<file path="src/rtl/modacc_pkg.sv">
// modacc_pkg: default widths, derived-width helper and beat struct for the modular accumulator stage.
package modacc_pkg;
  localparam int DEF_IN_W = 20;
  localparam int DEF_ACC_W = 21;
  localparam int DEF_FOLD_W = 18;
  localparam int DEF_CH = 4;
  function automatic int ch_w(input int n);
    return n > 1 ? $clog2(n) : 1;
  endfunction
  localparam int DEF_TA_W = DEF_ACC_W - DEF_FOLD_W;
  localparam int DEF_CH_W = ch_w(DEF_CH);
  typedef struct packed {
    logic [DEF_CH_W-1:0] ch;
    logic [DEF_IN_W-1:0] a;
    logic first;
    logic last;
    logic trunc;
  } beat_t;
endpackage

</file>
<file path="src/rtl/modaccum_bank.sv">
// modaccum_bank: per-channel {ovf, acc} register array with one read and one write port on the same channel.
module modaccum_bank
  import modacc_pkg::*;
#(
  parameter int W = DEF_ACC_W + 1,
  parameter int CH = DEF_CH,
  localparam int CH_W = ch_w(CH)
) (
  input  logic            clk,
  input  logic            reset_n,
  input  logic [CH_W-1:0] ch,
  input  logic            we,
  input  logic [W-1:0]    wdata,
  output logic [W-1:0]    rdata
);
  logic [W-1:0] mem_q [CH];
  logic [W-1:0] mem_d [CH];
  assign rdata = mem_q[ch];
  always_comb begin
    mem_d = mem_q;
    if (we) mem_d[ch] = wdata;
  end
  always_ff @(posedge clk) begin
    if (!reset_n) mem_q <= '{default: '0};
    else mem_q <= mem_d;
  end
endmodule

</file>
<file path="src/rtl/modaccum_stage_mc.sv">
// modaccum_stage_mc: multi-channel modular accumulator with framing, fold-to-LUT-address and sticky overflow.
module modaccum_stage_mc
  import modacc_pkg::*;
#(
  parameter int IN_W = DEF_IN_W,
  parameter int ACC_W = DEF_ACC_W,
  parameter int FOLD_W = DEF_FOLD_W,
  parameter int CH = DEF_CH,
  localparam int TA_W = ACC_W - FOLD_W,
  localparam int CH_W = ch_w(CH)
) (
  input  logic             clk,
  input  logic             reset_n,
  input  logic             in_valid,
  input  logic [CH_W-1:0]  in_ch,
  input  logic [IN_W-1:0]  in_a,
  input  logic             in_first,
  input  logic             in_last,
  input  logic             in_trunc,
  output logic             trunc_valid,
  output logic [CH_W-1:0]  trunc_ch,
  output logic [TA_W-1:0]  trunc_adr,
  output logic             out_valid,
  output logic [CH_W-1:0]  out_ch,
  output logic [ACC_W-1:0] out_result,
  output logic             out_ovf,
  output logic             bad_ch
);
  logic ch_ok, ok, ovf_new;
  logic [ACC_W:0] rd, wd, sum;
  logic [ACC_W-1:0] acc, fb;
  logic trunc_valid_d, trunc_valid_q, out_valid_d, out_valid_q, out_ovf_d, out_ovf_q, bad_ch_d, bad_ch_q;
  logic [CH_W-1:0] trunc_ch_d, trunc_ch_q, out_ch_d, out_ch_q;
  logic [TA_W-1:0] trunc_adr_d, trunc_adr_q;
  logic [ACC_W-1:0] out_result_d, out_result_q;
  // a power-of-two channel count leaves no unreachable channel numbers to reject
  if (CH == 2 ** CH_W) begin : g_full
    assign ch_ok = 1'b1;
  end else begin : g_part
    assign ch_ok = in_ch < CH_W'(CH);
  end
  modaccum_bank #(.W(ACC_W + 1), .CH(CH)) u_bank (
    .clk(clk), .reset_n(reset_n), .ch(in_ch), .we(ok), .wdata(wd), .rdata(rd)
  );
  always_comb begin
    ok = in_valid & ch_ok;
    acc = rd[ACC_W-1:0];
    fb = in_first ? '0 : in_trunc ? {{TA_W{1'b0}}, acc[FOLD_W-1:0]} : acc;
    sum = {1'b0, fb} + (ACC_W + 1)'(in_a);
    ovf_new = (~in_first & rd[ACC_W]) | sum[ACC_W];
    wd = {ovf_new, sum[ACC_W-1:0]};
    trunc_valid_d = ok & in_trunc & ~in_first;
    trunc_ch_d = trunc_valid_d ? in_ch : trunc_ch_q;
    trunc_adr_d = trunc_valid_d ? acc[ACC_W-1:FOLD_W] : '0;
    out_valid_d = ok & in_last;
    out_ch_d = out_valid_d ? in_ch : out_ch_q;
    out_result_d = out_valid_d ? sum[ACC_W-1:0] : out_result_q;
    out_ovf_d = out_valid_d ? ovf_new : out_ovf_q;
    bad_ch_d = in_valid & ~ch_ok;
  end
  always_ff @(posedge clk) begin
    if (!reset_n) begin
      trunc_valid_q <= 1'b0;
      trunc_ch_q <= '0;
      trunc_adr_q <= '0;
      out_valid_q <= 1'b0;
      out_ch_q <= '0;
      out_result_q <= '0;
      out_ovf_q <= 1'b0;
      bad_ch_q <= 1'b0;
    end else begin
      trunc_valid_q <= trunc_valid_d;
      trunc_ch_q <= trunc_ch_d;
      trunc_adr_q <= trunc_adr_d;
      out_valid_q <= out_valid_d;
      out_ch_q <= out_ch_d;
      out_result_q <= out_result_d;
      out_ovf_q <= out_ovf_d;
      bad_ch_q <= bad_ch_d;
    end
  end
  assign trunc_valid = trunc_valid_q;
  assign trunc_ch = trunc_ch_q;
  assign trunc_adr = trunc_adr_q;
  assign out_valid = out_valid_q;
  assign out_ch = out_ch_q;
  assign out_result = out_result_q;
  assign out_ovf = out_ovf_q;
  assign bad_ch = bad_ch_q;
endmodule

</file>
<file path="config.mk">
export PLATFORM = sky130hd
export DESIGN_NAME = modaccum_stage_mc
export DESIGN_NICKNAME = d
export VERILOG_FILES = /design/src/rtl/modacc_pkg.sv /design/src/rtl/modaccum_bank.sv /design/src/rtl/modaccum_stage_mc.sv
export SDC_FILE = /design/constraint.sdc
export NUM_CORES = 1
export LEC_CHECK = 0
export CAP_MARGIN = 30
export CORE_ASPECT_RATIO = 1.1
export CORE_MARGIN = 4
export CORE_UTILIZATION = 60
export DETAILED_ROUTE_END_ITERATION = 8
export PLACE_DENSITY = 0.83
export SLEW_MARGIN = 25
export SYNTH_ARGS = -nofsm -noshare
export SYNTH_HDL_FRONTEND = slang
export SYNTH_SLANG_ARGS = --single-unit
export TNS_END_PERCENT = 10
</file>
<file path="constraint.sdc">
create_clock -name clk -period 9.1 [get_ports clk]
set_input_delay 0.91 -clock clk [delete_from_list [all_inputs] [get_ports clk]]
set_output_delay 0.91 -clock clk [all_outputs]
set_load 0.02 [all_outputs]
</file>
==> results of run 1 <==
==> synthesized netlist by cell type (2+ instances only) <==
| master | instances |
|---|---|
| o21a_1 | 4 |
| o21ai_1 | 2 |
| a21o_1 | 5 |
| nand2b_1 | 3 |
| buf_2 | 11 |
| nand3b_1 | 3 |
| nand2_1 | 112 |
| o211ai_1 | 4 |
| or4_1 | 10 |
| mux2i_1 | 2 |
| nor2b_1 | 19 |
| o311ai_1 | 5 |
| a211oi_1 | 9 |
| xor2_1 | 3 |
| xnor2_1 | 8 |
| nor2_1 | 41 |
| nand3_1 | 70 |
| a31oi_1 | 10 |
| o21ai_0 | 44 |
| a21oi_1 | 52 |
| o311ai_0 | 20 |
| and2_1 | 12 |
| nand4_1 | 21 |
| clkbuf_1 | 45 |
| a211oi_2 | 3 |
| a32oi_1 | 16 |
| ha_1 | 20 |
| nor3_1 | 16 |
| buf_1 | 6 |
| dfxtp_1 | 119 |
| a21oi_2 | 4 |
| inv_1 | 7 |
| a211o_1 | 4 |
| mux4_2 | 22 |
==> tightest hold or removal path, delay by kind of cell, from the launching register on <==
kind | cells | cell delay (ns)
simple gates | 1 | 0.05
compound gates | 1 | 0.05
flops | 1 | 0.30
==> worst paths after layout <==
check	to	slack, ns	cells past startpoint
worst max-delay path	out_result[17]$_SDFFE_PN0P_	4.62	11
worst min-delay path	out_result[0]$_SDFFE_PN0P_	0.45	2
worst max register to register	out_result[17]$_SDFFE_PN0P_	5.58	9
worst min register to register	out_result[0]$_SDFFE_PN0P_	0.45	2
==> flip-flops by register name, indices dropped and copies added (netlist names) <==
name / flops
u_bank.mem_q: 88
out_ovf: 1
out_ch: 2
trunc_adr: 3
out_result: 21
out_valid: 1
trunc_valid: 1
trunc_ch: 2
==> report_power, final <==
| part | internal (µW) | switching (µW) |
|---|---|---|
| logic | 65.3 | 110 |
| clock network | 476 | 236 |
| registers | 543 | 11.7 |
| total | 1080 | 358 |
==> area by class of cell <==
cell class	count	area (µm²)	share of cell area
well taps	143	179	0.0236
repair buffers	70	661	0.0871
inverters	8	30.0	0.00396
multi-input cells	565	3710	0.489
clock buffers	22	474	0.0625
flip-flops and latches	119	2380	0.314
clock inverters	9	148	0.0195
==> placed cells by master (no fill, tap or decap), drive strengths merged, types with 3 or more instances in the layout <==
cell type,instances
nand4,21
o21a,4
nor2,42
nor2b,19
clkinv,5
nand2b,3
and2,12
a21o,5
or4,10
o21ai,46
nor3,16
buf,13
ha,20
nand3b,3
a211oi,12
a21oi,56
dfxtp,119
o211ai,5
xor2,3
o311ai,25
clkbuf,23
a31oi,11
nand3,70
bufinv,4
mux4,22
a32oi,16
clkdlybuf4s50,56
xnor2,8
inv,7
a211o,4
nand2,112
==> per-stage QoR <==
stage	hold slack [ns]	utilization	instance area (µm²)	total power [µW]
4_1_cts	0.454	0.729	7580	1440
5_1_grt	0.471	0.730	7580	1480
3_3_place_gp	0.439	0.669	6950	730
6_report	0.454	0.730	7580	1440
2_1_floorplan	0.433	-	6390	676
3_5_place_dp	0.447	0.669	6950	735
==> routing by layer <==
layer | global-route usage | part of all wire | vias up
li1 | - | - | 2852
met1 | 0.354 | 0.37 | 3030
met2 | 0.534 | 0.48 | 394
met3 | 0.112 | 0.10 | 91
met4 | 0.172 | 0.044 | 0
met5 | 0 | 0 | -
==> cell families after synthesis <==
family / count (synthesis) / synth area share
adders and majority gates: 21 / 0.0423
DFF: 119 / 0.373
AOI/OAI and AO/OA: 193 / 0.206
muxes: 24 / 0.0807
xor gates and xnor gates: 11 / 0.0151
buffers and inverters: 72 / 0.0462
other: 1 / 0.000587
and+or+nand+nor: 315 / 0.236
==> impl_metrics.toml, run 1 <==
[yosys]
yosysWarnings = 0
syn_nets = 805
synth_area_um2 = 6390
syn_inst = 756
synth_top_area_cell = "dfxtp_1"
synth.top_cell.area_share = 0.373
ys_ff_latch = 119
ys_types = 58
synth-edff-count = 0
async_flop_share = 0
synth_seq_area_share = 0.373
syn_area_per_cell_um2 = 8.45
dominantRegCellSynth = "dfxtp_1"
synthTopCellsByArea = "dfxtp_1 (37%), mux4_2 (7.8%), nand2_1 (6.6%), nand3_1 (5.5%), a21oi_1 (4.1%)"

[placement]
hpwlAfterDp_um = 12300
pre_cts_slack_ns = 3.89
portBuffers = 58
gp_congestion = 0.980
dp.cells = 904

[clock_network]
cts_hold_buf = 0
htreeDepth = 4
cts_tree = "yes"
clock_path_buffers = 2
cts_resized = 0
clkSlewWorstSetupHoldPaths_ns = 0.05
clock_latency_ns = 0.42
cts_setup_buffers = 0
numCtsBuffers = 17
cts_root_buf = "clkbuf_16"
numClockSinks = 119

[die]
start_util = 0.615
core_um2 = 10400
die_w_um = 106
die_y_um = 116
die-area_um2 = 12400
ioPinCount = 60
rows = 39

[setup_path]
slowest_delay_ns = 0.73
cp.arrival_ns = 4.79
crit_start = "in_ch[1]"
cp_num_buf_inv = 2
required_ns = 9.41
path_cells = "clkdlybuf4s50_1 > buf_4 > mux4_2 > nor2b_1 > ha_1 > nand2_1 > o21ai_1 > nor2_1 > nor4_2 > a211oi_1 > nand3b_1"
critical_path_class = "input port to flip-flop"
cp_top_family = "simple AND/OR/NAND/NOR gates"
startpoint_type = "input port"
end_kind = "flip-flop"
cp_max_fo = 32
r2r_start = "u_bank.mem_q[33]$_SDFFE_PN0P_"
slowest_stage = "nor4_2"

[detailed_routing]
avgViaCountPerCell = 6.80
drt-total-wl_um = 19400
first_pass_iters = 8
dr.first_iter.drc_count = 703
vias = 6367
drcViolationCount = 0
antenna_left = 0
wl_per_cell_um = 20.7

[sta]
slew_headroom = 0.372
period_share = 0.492
fmax_mhz = 223
min_period_ns = 4.48
hold_viol_final = 0
slew_viol_final = 0
rsz0062_at_grt = "false"
fin_setup_tns_ns = 0
setup_viol_count_final = 0
fin_skew_ns = 0.00667
fin_ws_ns = 4.62
worst_pin_slew_ns = 0.934

[run_status]
status = "completed"

[cells_and_area]
syn2layout_area_growth_pct = 18.7
nets = 830
diodes = 0
final_cells = 936
fill_cells = 800
drive_above_1_share = 0.0996

[grt]
grt_max_degree = 60
grt_usage = 0.317
grt_pass1_wl_um = 30500
grt_pass1_vias = 6124
antenna_found_initial = 0
grt_overflow = 0

[power]
power_density_nw_per_um2 = 190
max-vdd-ir-drop_v = 0.000175
power.leakage_uw = 0.00276

[min_path]
min_from = "out_result[0]$_SDFFE_PN0P_"
hold_class = "flip-flop to flip-flop"

[job]
maxCapViolations = 0
(Power assumes the default switching activity.)
==> run 2, diff against run 1 <==
--- a/config.mk
+++ b/config.mk
@@ -8,9 +8,9 @@
 export CAP_MARGIN = 30
 export CORE_ASPECT_RATIO = 1.1
 export CORE_MARGIN = 4
-export CORE_UTILIZATION = 60
+export CORE_UTILIZATION = 58
 export DETAILED_ROUTE_END_ITERATION = 8
-export PLACE_DENSITY = 0.83
+export PLACE_DENSITY = 0.81
 export SLEW_MARGIN = 25
 export SYNTH_ARGS = -nofsm -noshare
 export SYNTH_HDL_FRONTEND = slang
==> constraint.sdc (replaced) <==
create_clock -name clk -period 4.44 [get_ports clk]
set_input_delay 0.444 -clock clk [delete_from_list [all_inputs] [get_ports clk]]
set_output_delay 0.444 -clock clk [all_outputs]
set_load 0.02 [all_outputs]
==> impl_metrics.toml, run 2 (synthesis gave the netlist of run 1 again) <==
[power]
max-vdd-ir-drop_v = 0.000282
power.leakage_uw = 0.00279
power_density_nw_per_um2 = 371
pwr-share-clk = 0.468
p_switching_uw = 730
intPower_uw = 2100
seqPwrFrac = 0.402
switching_share = 0.258
power_frac_comb = 0.130

[setup_path]
cp_top_family = "compound AO/OA/AOI/OAI gates"
required_ns = 4.72
slowest_stage = "clkdlybuf4s50_1"
cp_num_buf_inv = 2
end_kind = "flip-flop"
critical_path_class = "input port to flip-flop"
slowest_delay_ns = 0.74
path_cells = "clkdlybuf4s50_1 > buf_4 > mux4_2 > nor2b_1 > fa_1 > a211oi_2 > o211ai_2 > a21boi_4 > o31ai_1 > xnor2_1 > o21ai_0"
cp.arrival_ns = 4.04
cp_max_fo = 11
startpoint_type = "input port"

[detailed_routing]
dr.first_iter.drc_count = 597
antenna_left = 0
drcViolationCount = 0
drt-total-wl_um = 19100
wl_per_cell_um = 20.2
first_pass_iters = 5
avgViaCountPerCell = 6.68
vias = 6322

[clock_network]
numClockSinks = 119
clkSlewWorstSetupHoldPaths_ns = 0.05
cts_tree = "yes"
cts_hold_buf = 0
cts_root_buf = "clkbuf_16"
cts_setup_buffers = 0
clock_path_buffers = 2
clock_latency_ns = 0.42
cts_resized = 0
htreeDepth = 4
numCtsBuffers = 17

[sta]
setup_viol_count_final = 0
worst_pin_slew_ns = 0.904
rsz0062_at_grt = "false"
fmax_mhz = 266
fin_setup_tns_ns = 0
hold_viol_final = 0
slew_viol_final = 0
slew_headroom = 0.393
period_share = 0.847
min_period_ns = 3.76
fin_skew_ns = 0.00505

[cells_and_area]
design_area_um2 = 7620
syn2layout_area_growth_pct = 19.3
final_cell_mix = "dfxtp_1 (119), nand2_1 (112), nand3_1 (70)"
drive_above_1_share = 0.111
largest_reg_flops = 88
nets = 841
layout_commonest_cell = "dfxtp_1"
largest_register = "u_bank.mem_q"
diodes = 0

[grt]
grt_overflow = 0
grt_max_degree = 55
antenna_found_initial = 0
grt_pass1_wl_um = 30600
grt_pass1_vias = 6045
grt_usage = 0.305

[die]
rows = 39
die_y_um = 118
ioPinCount = 60
die_w_um = 108
start_util = 0.603
die-area_um2 = 12800
core_um2 = 10600

[job]
maxCapViolations = 0

[placement]
hpwlAfterDp_um = 12800
placed_cell_area_um2 = 7050
gp_congestion = 0.958
portBuffers = 58

[run_status]
status = "completed"

[min_path]
hold_class = "input port to flip-flop"
## run 2: changes by cell type in the layout (fill, tap and decap cells not counted), sizes merged
cell,change
buf,+12
bufinv,-2
clkinv,+2
clkbuf,-1
## run 2: cell type report
type	instances	area, µm²
Fill cell	810	2970
Clock buffer	22	464
Multi-Input combinational cell	565	3710
Sequential cell	119	2380
Inverter	8	30.0
Timing Repair Buffer	81	751
Tap cell	143	179
Clock inverter	9	101
## run 2: worst paths after layout
check	slack (ns)	to	from	depth (start not counted)
max	0.68	u_bank.mem_q[80]$_SDFFE_PN0P_	in_ch[1]	11
min	0.45	out_ch[0]$_SDFFE_PN0P_	in_ch[0]	3
max reg2reg	1.13	u_bank.mem_q[80]$_SDFFE_PN0P_	u_bank.mem_q[66]$_SDFFE_PN0P_	10
min reg2reg	0.45	u_bank.mem_q[45]$_SDFFE_PN0P_	u_bank.mem_q[45]$_SDFFE_PN0P_	2
## run 2: per-stage QoR
step           std cells  worst slack, ns  power, µW   util  hold WS (ns)
2_1_floorplan        756            0.782       1390      -         0.433
5_1_grt              947            0.551       2920  0.719         0.472
4_1_cts              947            0.765       2830  0.719         0.431
3_5_place_dp         916            0.387       1510  0.666         0.448
6_report             947            0.681       2830  0.719         0.446
3_3_place_gp         915            0.454       1500  0.665         0.439
## run 2: power groups by stage
stage                     combinational (µW)  sequential (µW)  clock, µW
after floorplan                          219             1170          0
after global placement                   350             1150          0
after detailed placement                 358             1160          0
after CTS                                362             1130       1330
after global routing                     395             1140       1380
final                                    369             1140       1320
## run 2: metal layers
layer / part of all wire / wire (µm) / track usage / up-vias
li1: - / - / - / 2872
met1: 0.39 / 7530 / 0.389 / 2984
met2: 0.47 / 9050 / 0.486 / 399
met3: 0.098 / 1870 / 0.0631 / 67
met4: 0.037 / 701 / 0.155 / 0
met5: 0 / 0 / 0 / -
## run 2: worst min-delay path: stages
cell	delay [ns]
buf_2	0.22
nand2_1	0.10
a21oi_1	0.05
